==> config.mk <==
export PLATFORM = sky130hd
export DESIGN_NAME = ball_motion_ctrl
export DESIGN_NICKNAME = d
export VERILOG_FILES = /design/src/rtl/ball_motion_ctrl.sv
export SDC_FILE = /design/constraint.sdc
export NUM_CORES = 1
export LEC_CHECK = 0
export ABC_AREA = 1
export BUFFER_PORTS_ARGS = -buffer_cell sky130_fd_sc_hd__buf_2
export CAP_MARGIN = 10
export CORE_MARGIN = 2
export CORE_UTILIZATION = 47
export CTS_BUF_LIST = sky130_fd_sc_hd__clkbuf_4 sky130_fd_sc_hd__clkbuf_8
export DETAILED_ROUTE_END_ITERATION = 10
export PLACE_DENSITY = 0.73
export SKIP_LAST_GASP = 1
export SLEW_MARGIN = 15
export SYNTH_ARGS = -nofsm -noshare
export SYNTH_HDL_FRONTEND = slang
export SYNTH_SLANG_ARGS = --single-unit
==> constraint.sdc <==
create_clock -name sys_clk -period 7.8 [get_ports sys_clk]
set_input_delay 1.56 -clock sys_clk [delete_from_list [all_inputs] [get_ports sys_clk]]
set_output_delay 1.56 -clock sys_clk [all_outputs]
set_load 0.02 [all_outputs]
==> src/rtl/ball_motion_ctrl.sv <==
// ball_motion_ctrl
//   Per-frame ball physics stage feeding the VGA subsystem. On each frame
//   tick (synchronised falling edge of vert_sync) it turns accelerometer tilt
//   into a bounded X then Y step, probes the world map at the four icon
//   corners of each candidate position, and commits or rejects each axis.
//   Touching a goal tile in a committed pass latches gameover, after which
//   the position is frozen until sys_rst.
// Ports
//   sys_clk, sys_rst          : clock, synchronous active-high reset
//   vert_sync                 : async active-low vsync (frame tick source)
//   tilt_x, tilt_y            : signed tilt, +ve = right / down
//   map_rd_req/row/col        : registered map lookup, held until valid
//   map_rd_valid, map_rd_data : 1-cycle lookup response and pixel code
//   ball_loc_X, ball_loc_Y    : registered icon top-left position
//   gameover                  : sticky goal-reached flag
module ball_motion_ctrl #(
  parameter int unsigned START_X    = 16,
  parameter int unsigned START_Y    = 16,
  parameter int unsigned ICON_SIZE  = 16,
  parameter int unsigned SCREEN_W   = 640,
  parameter int unsigned SCREEN_H   = 480,
  parameter int unsigned DEAD_ZONE  = 8,
  parameter int unsigned TILT_SHIFT = 4,
  parameter int unsigned MAX_STEP   = 4,
  parameter logic [7:0]  WALL_CODE  = 8'h01,
  parameter logic [7:0]  GOAL_CODE  = 8'h02
) (
  input  logic       sys_clk,
  input  logic       sys_rst,
  input  logic       vert_sync,
  input  logic [7:0] tilt_x,
  input  logic [7:0] tilt_y,
  output logic       map_rd_req,
  output logic [9:0] map_rd_row,
  output logic [9:0] map_rd_col,
  input  logic       map_rd_valid,
  input  logic [7:0] map_rd_data,
  output logic [9:0] ball_loc_X,
  output logic [9:0] ball_loc_Y,
  output logic       gameover
);

  localparam logic [9:0]        START_X_C  = 10'(START_X);
  localparam logic [9:0]        START_Y_C  = 10'(START_Y);
  localparam logic [9:0]        SPAN_C     = 10'(ICON_SIZE - 1);
  localparam logic signed [10:0] MAX_X_C   = 11'(SCREEN_W - ICON_SIZE);
  localparam logic signed [10:0] MAX_Y_C   = 11'(SCREEN_H - ICON_SIZE);
  localparam logic [8:0]        DEAD_C     = 9'(DEAD_ZONE);
  localparam logic [8:0]        MAX_STEP_C = 9'(MAX_STEP);

  typedef enum logic [2:0] {
    IDLE     = 3'd0,
    CALC_X   = 3'd1,
    PROBE_X  = 3'd2,
    COMMIT_X = 3'd3,
    CALC_Y   = 3'd4,
    PROBE_Y  = 3'd5,
    COMMIT_Y = 3'd6
  } state_t;

  // Signed step from a tilt sample; the 9-bit magnitude keeps -128 as 128.
  function automatic logic signed [10:0] tilt_step(input logic [7:0] tilt);
    logic [8:0] mag;
    logic [8:0] shifted;
    logic [8:0] lim;
    mag     = tilt[7] ? (9'd0 - {tilt[7], tilt}) : {1'b0, tilt};
    shifted = mag >> TILT_SHIFT;
    if (mag < DEAD_C) begin
      lim = 9'd0;
    end else if (shifted > MAX_STEP_C) begin
      lim = MAX_STEP_C;
    end else begin
      lim = shifted;
    end
    tilt_step = tilt[7] ? -$signed({2'b00, lim}) : $signed({2'b00, lim});
  endfunction

  // Position plus step, clamped to the on-screen range [0, max_pos].
  function automatic logic [9:0] clamp_pos(input logic [9:0] pos,
                                           input logic signed [10:0] step,
                                           input logic signed [10:0] max_pos);
    logic signed [10:0] sum;
    sum = $signed({1'b0, pos}) + step;
    if (sum < 11'sd0) begin
      clamp_pos = 10'd0;
    end else if (sum > max_pos) begin
      clamp_pos = max_pos[9:0];
    end else begin
      clamp_pos = sum[9:0];
    end
  endfunction

  state_t     state_r, next_state_s;
  logic       vs_meta_r, vs_sync_r, vs_prev_r;
  logic       tick_s;
  logic [9:0] pos_x_r, pos_y_r, cand_r;
  logic [9:0] cand_x_s, cand_y_s;
  logic [1:0] corner_r, corner_nx_s;
  logic [9:0] base_col_s, base_row_s, issue_col_s, issue_row_s;
  logic       wall_r, goal_r, gameover_r;
  logic       req_r;
  logic [9:0] row_r, col_r;

  assign tick_s   = vs_prev_r & ~vs_sync_r;
  assign cand_x_s = clamp_pos(pos_x_r, tilt_step(tilt_x), MAX_X_C);
  assign cand_y_s = clamp_pos(pos_y_r, tilt_step(tilt_y), MAX_Y_C);

  // vsync synchroniser and edge history; idles high so reset makes no tick.
  always_ff @(posedge sys_clk) begin
    if (sys_rst) begin
      vs_meta_r <= 1'b1;
      vs_sync_r <= 1'b1;
      vs_prev_r <= 1'b1;
    end else begin
      vs_meta_r <= vert_sync;
      vs_sync_r <= vs_meta_r;
      vs_prev_r <= vs_sync_r;
    end
  end

  // FSM state register.
  always_ff @(posedge sys_clk) begin
    if (sys_rst) begin
      state_r <= IDLE;
    end else begin
      state_r <= next_state_s;
    end
  end

  // Next-state logic; an unmoved candidate skips straight to commit.
  always_comb begin
    next_state_s = state_r;
    case (state_r)
      IDLE: begin
        if (tick_s && !gameover_r) begin
          next_state_s = CALC_X;
        end else begin
          next_state_s = IDLE;
        end
      end
      CALC_X: begin
        if (cand_x_s == pos_x_r) begin
          next_state_s = COMMIT_X;
        end else begin
          next_state_s = PROBE_X;
        end
      end
      PROBE_X: begin
        if (req_r && map_rd_valid && (corner_r == 2'd3)) begin
          next_state_s = COMMIT_X;
        end else begin
          next_state_s = PROBE_X;
        end
      end
      COMMIT_X: next_state_s = CALC_Y;
      CALC_Y: begin
        if (cand_y_s == pos_y_r) begin
          next_state_s = COMMIT_Y;
        end else begin
          next_state_s = PROBE_Y;
        end
      end
      PROBE_Y: begin
        if (req_r && map_rd_valid && (corner_r == 2'd3)) begin
          next_state_s = COMMIT_Y;
        end else begin
          next_state_s = PROBE_Y;
        end
      end
      COMMIT_Y: next_state_s = IDLE;
      default:  next_state_s = IDLE;
    endcase
  end

  // Address of the next corner to request: bit0 selects right edge, bit1 bottom.
  always_comb begin
    corner_nx_s = corner_r + 2'd1;
    base_col_s  = pos_x_r;
    base_row_s  = pos_y_r;
    case (state_r)
      CALC_X: begin
        corner_nx_s = 2'd0;
        base_col_s  = cand_x_s;
      end
      PROBE_X: base_col_s = cand_r;
      CALC_Y: begin
        corner_nx_s = 2'd0;
        base_row_s  = cand_y_s;
      end
      PROBE_Y: base_row_s = cand_r;
      default: corner_nx_s = corner_r + 2'd1;
    endcase
    issue_col_s = base_col_s + (corner_nx_s[0] ? SPAN_C : 10'd0);
    issue_row_s = base_row_s + (corner_nx_s[1] ? SPAN_C : 10'd0);
  end

  // Datapath: lookup handshake, wall/goal accumulation and axis commit.
  always_ff @(posedge sys_clk) begin
    if (sys_rst) begin
      pos_x_r    <= START_X_C;
      pos_y_r    <= START_Y_C;
      cand_r     <= 10'd0;
      corner_r   <= 2'd0;
      wall_r     <= 1'b0;
      goal_r     <= 1'b0;
      gameover_r <= 1'b0;
      req_r      <= 1'b0;
      row_r      <= 10'd0;
      col_r      <= 10'd0;
    end else begin
      case (state_r)
        CALC_X, CALC_Y: begin
          cand_r <= (state_r == CALC_X) ? cand_x_s : cand_y_s;
          wall_r <= 1'b0;
          goal_r <= 1'b0;
          if ((next_state_s == PROBE_X) || (next_state_s == PROBE_Y)) begin
            req_r    <= 1'b1;
            corner_r <= corner_nx_s;
            row_r    <= issue_row_s;
            col_r    <= issue_col_s;
          end
        end
        PROBE_X, PROBE_Y: begin
          if (req_r) begin
            // Valid while idle never reaches here, so stray pulses are dropped.
            if (map_rd_valid) begin
              req_r <= 1'b0;
              if (map_rd_data == WALL_CODE) begin
                wall_r <= 1'b1;
              end
              if (map_rd_data == GOAL_CODE) begin
                goal_r <= 1'b1;
              end
            end
          end else begin
            req_r    <= 1'b1;
            corner_r <= corner_nx_s;
            row_r    <= issue_row_s;
            col_r    <= issue_col_s;
          end
        end
        COMMIT_X: begin
          // A wall anywhere in the pass vetoes both the move and the goal.
          if (!wall_r) begin
            pos_x_r <= cand_r;
            if (goal_r) begin
              gameover_r <= 1'b1;
            end
          end
        end
        COMMIT_Y: begin
          if (!wall_r) begin
            pos_y_r <= cand_r;
            if (goal_r) begin
              gameover_r <= 1'b1;
            end
          end
        end
        default: req_r <= 1'b0;
      endcase
    end
  end

  assign map_rd_req = req_r;
  assign map_rd_row = row_r;
  assign map_rd_col = col_r;
  assign ball_loc_X = pos_x_r;
  assign ball_loc_Y = pos_y_r;
  assign gameover   = gameover_r;

endmodule

After elaboration in Yosys (flattened, before gate mapping):

Index checks and enable logic that the tools add are counted.

* add/sub/neg operators: 9
* $lt $le $gt $ge: 8
* equal/unequal tests: 19
* mux-type cells: 45
* bitwise logic cells: 4
* reductions and logical operators: 17

Operator list (count)
* $mux W10: 9
* $pmux W10 S2: 4
* $mux W9: 3
* $add A11 B11 Y11: 2
* $lt A11 B1 Y1 const B: 2
* $mux W11: 2
* $neg A9 Y11: 2
* $add A10 B4 Y10: 2
* $eq A10 B10 Y1: 2
* $lt A9 B4 Y1 const B: 2
* $pmux W3 S6: 1
* $sub A1 B8 Y9 const A: 2
* $mux W5: 3
* $eq A3 B3 Y1 const B: 4
* $mux W1: 12
* $gt A11 B10 Y1 const B: 1
* $gt A11 B11 Y1 const B: 1
* $gt A5 B3 Y1 const B: 2
* $mux W2: 5
* $ne A2 B2 Y1 const B: 5
* $eq A3 B2 Y1 const B: 3
* $eq A8 B1 Y1 const B: 1
* $eq A8 B2 Y1 const B: 1
* $mux W4: 2
* other kinds (18): 29

* register bits: 62

Longest topological paths before layout:

* depth after elaboration: 18
* depth in mapped cells: 39
* gate-level depth less buffers: 39

Worst setup path before layout:

Ideal clock, no wire load.

* path kind: input to register
* start: input tilt_y[2]
* end: register row_r[8], in the netlist map_rd_row[8]
* library setup time: 0.115 ns
* arrival time: 5.796 ns
* path slack: 1.889 ns
* stages: 36
* path buffers: 1
* path through: nor2_1 > nand2_1 > o21ai_0 > xnor2_1 > o31ai_1 > nand2_1 > ha_1 > inv_1 > nor2_1 > ha_1 > nand2_1 > inv_1 > ha_1 > nand2_1 > inv_2 > nand2_2 > nand2_1 > nand2_1 > nand3_2 > xnor2_2 > buf_6 > nand4_1 > nor2_1 > a21oi_1 > o21ai_0 > ha_1 > fa_1 > a21o_1 > a21oi_1 > nor2_1 > nand2_1 > nand2_1 > nand2_1 > nand3_1 > nand2_1 > nor2_1

* longest elaborated chain between the ends: 18

Ends and longest elaborated chain
* start, declared: RTL line 32 `input logic [7:0] tilt_y,`
* $sub A1 B8 Y9: RTL line 66 `mag = tilt[7] ? (9'd0 - {tilt[7], tilt}) : {1'b0, tilt};`
* $mux W9 (*): RTL line 66
* $gt A5 B3 Y1: RTL line 70 `end else if (shifted > MAX_STEP_C) begin`
* $mux W5: RTL line 70
* $mux W5 (*): RTL line 68 `if (mag < DEAD_C) begin`
* $neg A9 Y11: RTL line 75 `tilt_step = tilt[7] ? -$signed({2'b00, lim}) : $signed({2'b00, lim});`
* $mux W11 (*): RTL line 75
* $add A11 B11 Y11 (*): RTL line 83 `sum = $signed({1'b0, pos}) + step;`
* [2 not listed]
* $mux W10 (*): RTL line 84 `if (sum < 11'sd0) begin`
* $eq A10 B10 Y1: RTL line 157 `if (cand_y_s == pos_y_r) begin`
* $mux W2: RTL line 157
* $pmux W3 S6: RTL line 133 `case (state_r)`
* $eq A3 B2 Y1 or $eq A3 B3 Y1 (tied branches): RTL line 216 `if ((next_state_s == PROBE_X) || (next_state_s == PROBE_Y)) begin`
* $logic_or A1 B1 Y1: RTL line 216
* $ne A2 B1 Y1 (no line)
* $reduce_and A3 Y1 (no line)
* end signal, assigned: RTL line 219 `row_r <= issue_row_s;`
* end signal, assigned: RTL line 238 `row_r <= issue_row_s;`
* end, declared: RTL line 102 `logic [9:0] row_r, col_r;`

Every way passes the cells marked *; elsewhere a longest branch is shown, timed or not. The select of a mux whose other input is x is not followed.
A chain may end at the register's enable or synchronous reset.

Worst setup path in the final report:

* start: input tilt_y[2]
* end: register row_r[9], in the netlist map_rd_row[9]

The elaborated chain is that of the path after synthesis.

==> metrics.yaml <==
run_status:
  run_status: "complete, no violations"
routing:
  detail_route.wirelength_um: 14100
  dr.pass1.iters: 6
  final_antenna_net_count: 0
  viasPerCell: 5.25
  dr_total_vias: 5704
  route.detailed.drc: 0
  post_drt_wl_per_cell_um: 13.0
  first_iter_violations: 473
global_routing:
  grt-ovfl-total: 0
  grt_pass1_vias: 5078
  antenna_found_initial: 0
  grt_max_degree: 47
  track_usage_pct: 22.5
  grt_pass1_wl_um: 23700
finish:
  design_area_mm2: 0.00604
  diodes: 0
  finalNetCount: 1005
  drive_gt1_share_pct: 12.8
  areaGrowthSynthToFinish_pct: 10.4
  fillers: 1180
die:
  dieArea_mm2: 0.0125
  initial_core_util_pct: 48.1
  fp.dieH_um: 112
  row_count: 39
  core_mm2: 0.0114
  ios: 70
  chipWidth_um: 112
worst_setup_path:
  critPathCaptureType: "register"
  crit_family: "simple AND/OR/NAND/NOR gates"
  worstReg2RegStart: "ball_loc_X[0]$_SDFFE_PP0P_"
  r2r_slack_ps: 3590
  cp_data_required_time_ps: 8050
  cp_max_fo: 13
  cp_data_arrival_time_ps: 6770
  max_stage_delay_ps: 540
  worst-path-buf-inv: 4
  path_class: "primary input to register"
  cp_slowest_cell: "xnor2_2"
  start_kind: "primary input"
  r2r_cells: 23
  r2r-end: "map_rd_col[6]$_SDFFE_PP0P_"
  crit_top_cell: "nand2_1"
  critPathLaunch: "tilt_y[2]"
pwr:
  peakVddDrop_uv: 119
  p_per_area_mw_per_mm2: 138
  p_leak_nw: 3.11
clock_tree:
  clkLatencyLatePin_ps: 350
  cts_resized: 0
  cts_setup_buffers: 0
  cts_buffer_depth: 2
  root_buffer: "clkbuf_8"
  clkTransAtPathRegs_ps: 80
  cts.sinks: 62
  numCtsBuffers: 9
  ctsHtreeMaxLevel: 3
  cts_hold_buf: 0
  cts_tree: "built"
timing:
  maxSlewHeadroom_pct: 18.9
  fin_crit_ps: 6520
  min_period_over_period_pct: 83.6
  hold_violations: 0
  tns_ps: 0
  drv_slew: 0
  fmax_ghz: 0.153
  skew_ps: 15.9
  worst_pin_slew_ps: 1210
  setup_violations: 0
  grt_setup_unrepaired: "no"
  setup_slack_ps: 1280
  holdWs_ps: 424
yosys:
  yosys.area.top_type_share_pct: 22.7
  seq_area_frac_synth_pct: 22.7
  avgSynthCellArea_um2: 6.20
  synth.area.top_cells: "dfxtp_1 (23%), nand2_1 (16%), inv_1 (8.4%)"
  ys_async_sr_fraction_pct: 0
  yosysUniqueCellTypes: 48
  syn_inst: 882
  ys_warn_count: 0
  synth.largest_area_cell: "dfxtp_1"
  ys_ff_latch: 62
  syn_area_mm2: 0.00547
  synth_edf_count: 0
  yosys_most_used_dff: "dfxtp_1"
placement:
  io_buffers: 69
  hpwl_um: 11000
  post-place-ws_ps: 913
  place_area_mm2: 0.00586
  gp_congestion: 0.920
min_path:
  hp-start: "vs_meta_r$_SDFF_PP1_"
  holdPathEnd: "vs_sync_r$_SDFF_PP1_"
  hp-class: "register to register"
  holdPathStages: 1
flow_run:
  maxCapViolCount: 0
## registers in the layout, summed over array words and instances (netlist names), 2 cells and up
| register | count |
|---|---|
| cand_r | 10 |
| ball_loc_X | 10 |
| corner_r | 2 |
| ball_loc_Y | 10 |
| state_r | 3 |
| map_rd_col | 10 |
| map_rd_row | 10 |
## cell families after synthesis
| kind of cell | after synthesis | synth area share [%] |
|---|---|---|
| buffers and inverters | 156 | 11.9 |
| other | 1 | 0.0686 |
| AND/OR/NAND/NOR | 455 | 36.2 |
| adder cells (fa/ha/maj) | 38 | 9.24 |
| XOR/XNOR | 26 | 4.58 |
| AO/OA/AOI/OAI | 144 | 15.3 |
| flip-flops | 62 | 22.7 |
## per-stage QoR
| stage | util [%] | cells | power [mW] |
|---|---|---|---|
| 2_1_floorplan | - | 883 | 0.532 |
| 3_3_place_gp | 51.5 | 1071 | 0.578 |
| 3_5_place_dp | 51.5 | 1071 | 0.579 |
| 4_1_cts | 53.1 | 1086 | 0.836 |
| 5_1_grt | 53.1 | 1086 | 0.882 |
| 6_report | 53.1 | 1086 | 0.832 |
## cell usage after synthesis (all sizes together) (12+ instances only)
master / count
ha: 34
nand3: 91
xor2: 12
dfxtp: 62
nand2: 244
nor2: 87
o21ai: 35
a21oi: 70
nand4: 14
xnor2: 14
inv: 127
buf: 17
## cell type report
type | instances | area (µm²) | area share, %
multi-input cells | 665 | 3590 | 59.4
flip-flops and latches | 62 | 1240 | 20.6
inverters | 129 | 484 | 8.02
repair buffers | 72 | 368 | 6.09
well taps | 143 | 179 | 2.96
clock buffers | 11 | 145 | 2.40
clock inverters | 4 | 33.8 | 0.559
## cell usage in the layout, fill, tap and decap left out, types with 13 or more instances in the layout
cell type / count
buf_2: 69
dfxtp_1: 62
nand4_1: 13
inv_1: 122
a21oi_1: 70
o21ai_0: 33
nand3_1: 86
ha_1: 34
nor2_1: 84
nand2_1: 238
xnor2_1: 13
## report_power, final
| part | internal, mW | switching, mW | leakage [nW] | total [mW] |
|---|---|---|---|---|
| Clock | 0.127 | 0.130 | 0.0890 | 0.258 |
| Sequential | 0.328 | 0.00679 | 0.503 | 0.335 |
| Combinational | 0.0849 | 0.154 | 2.51 | 0.239 |
## worst max-delay path by stage
stage | endpoint | depth (start not counted) | slack (ps)
after floorplan | map_rd_row[8]$_SDFFE_PP0P_ | 36 | 1890
final | map_rd_row[9]$_SDFFE_PP0P_ | 39 | 1280
after CTS | map_rd_row[9]$_SDFFE_PP0P_ | 39 | 1270
after detailed placement | map_rd_row[9]$_SDFFE_PP0P_ | 39 | 910
after global placement | map_rd_row[9]$_SDFFE_PP0P_ | 39 | 980
after global routing | map_rd_row[9]$_SDFFE_PP0P_ | 39 | 750
## metal layers
layer | up-vias | routed length, µm | GRT usage, %
li1 | 2988 | - | -
met1 | 2504 | 6780 | 32.1
met2 | 186 | 6190 | 36.0
met3 | 26 | 898 | 3.76
met4 | 0 | 235 | 4.53
met5 | - | 0 | 0
Note: power is estimated with default switching activity, not from simulation.
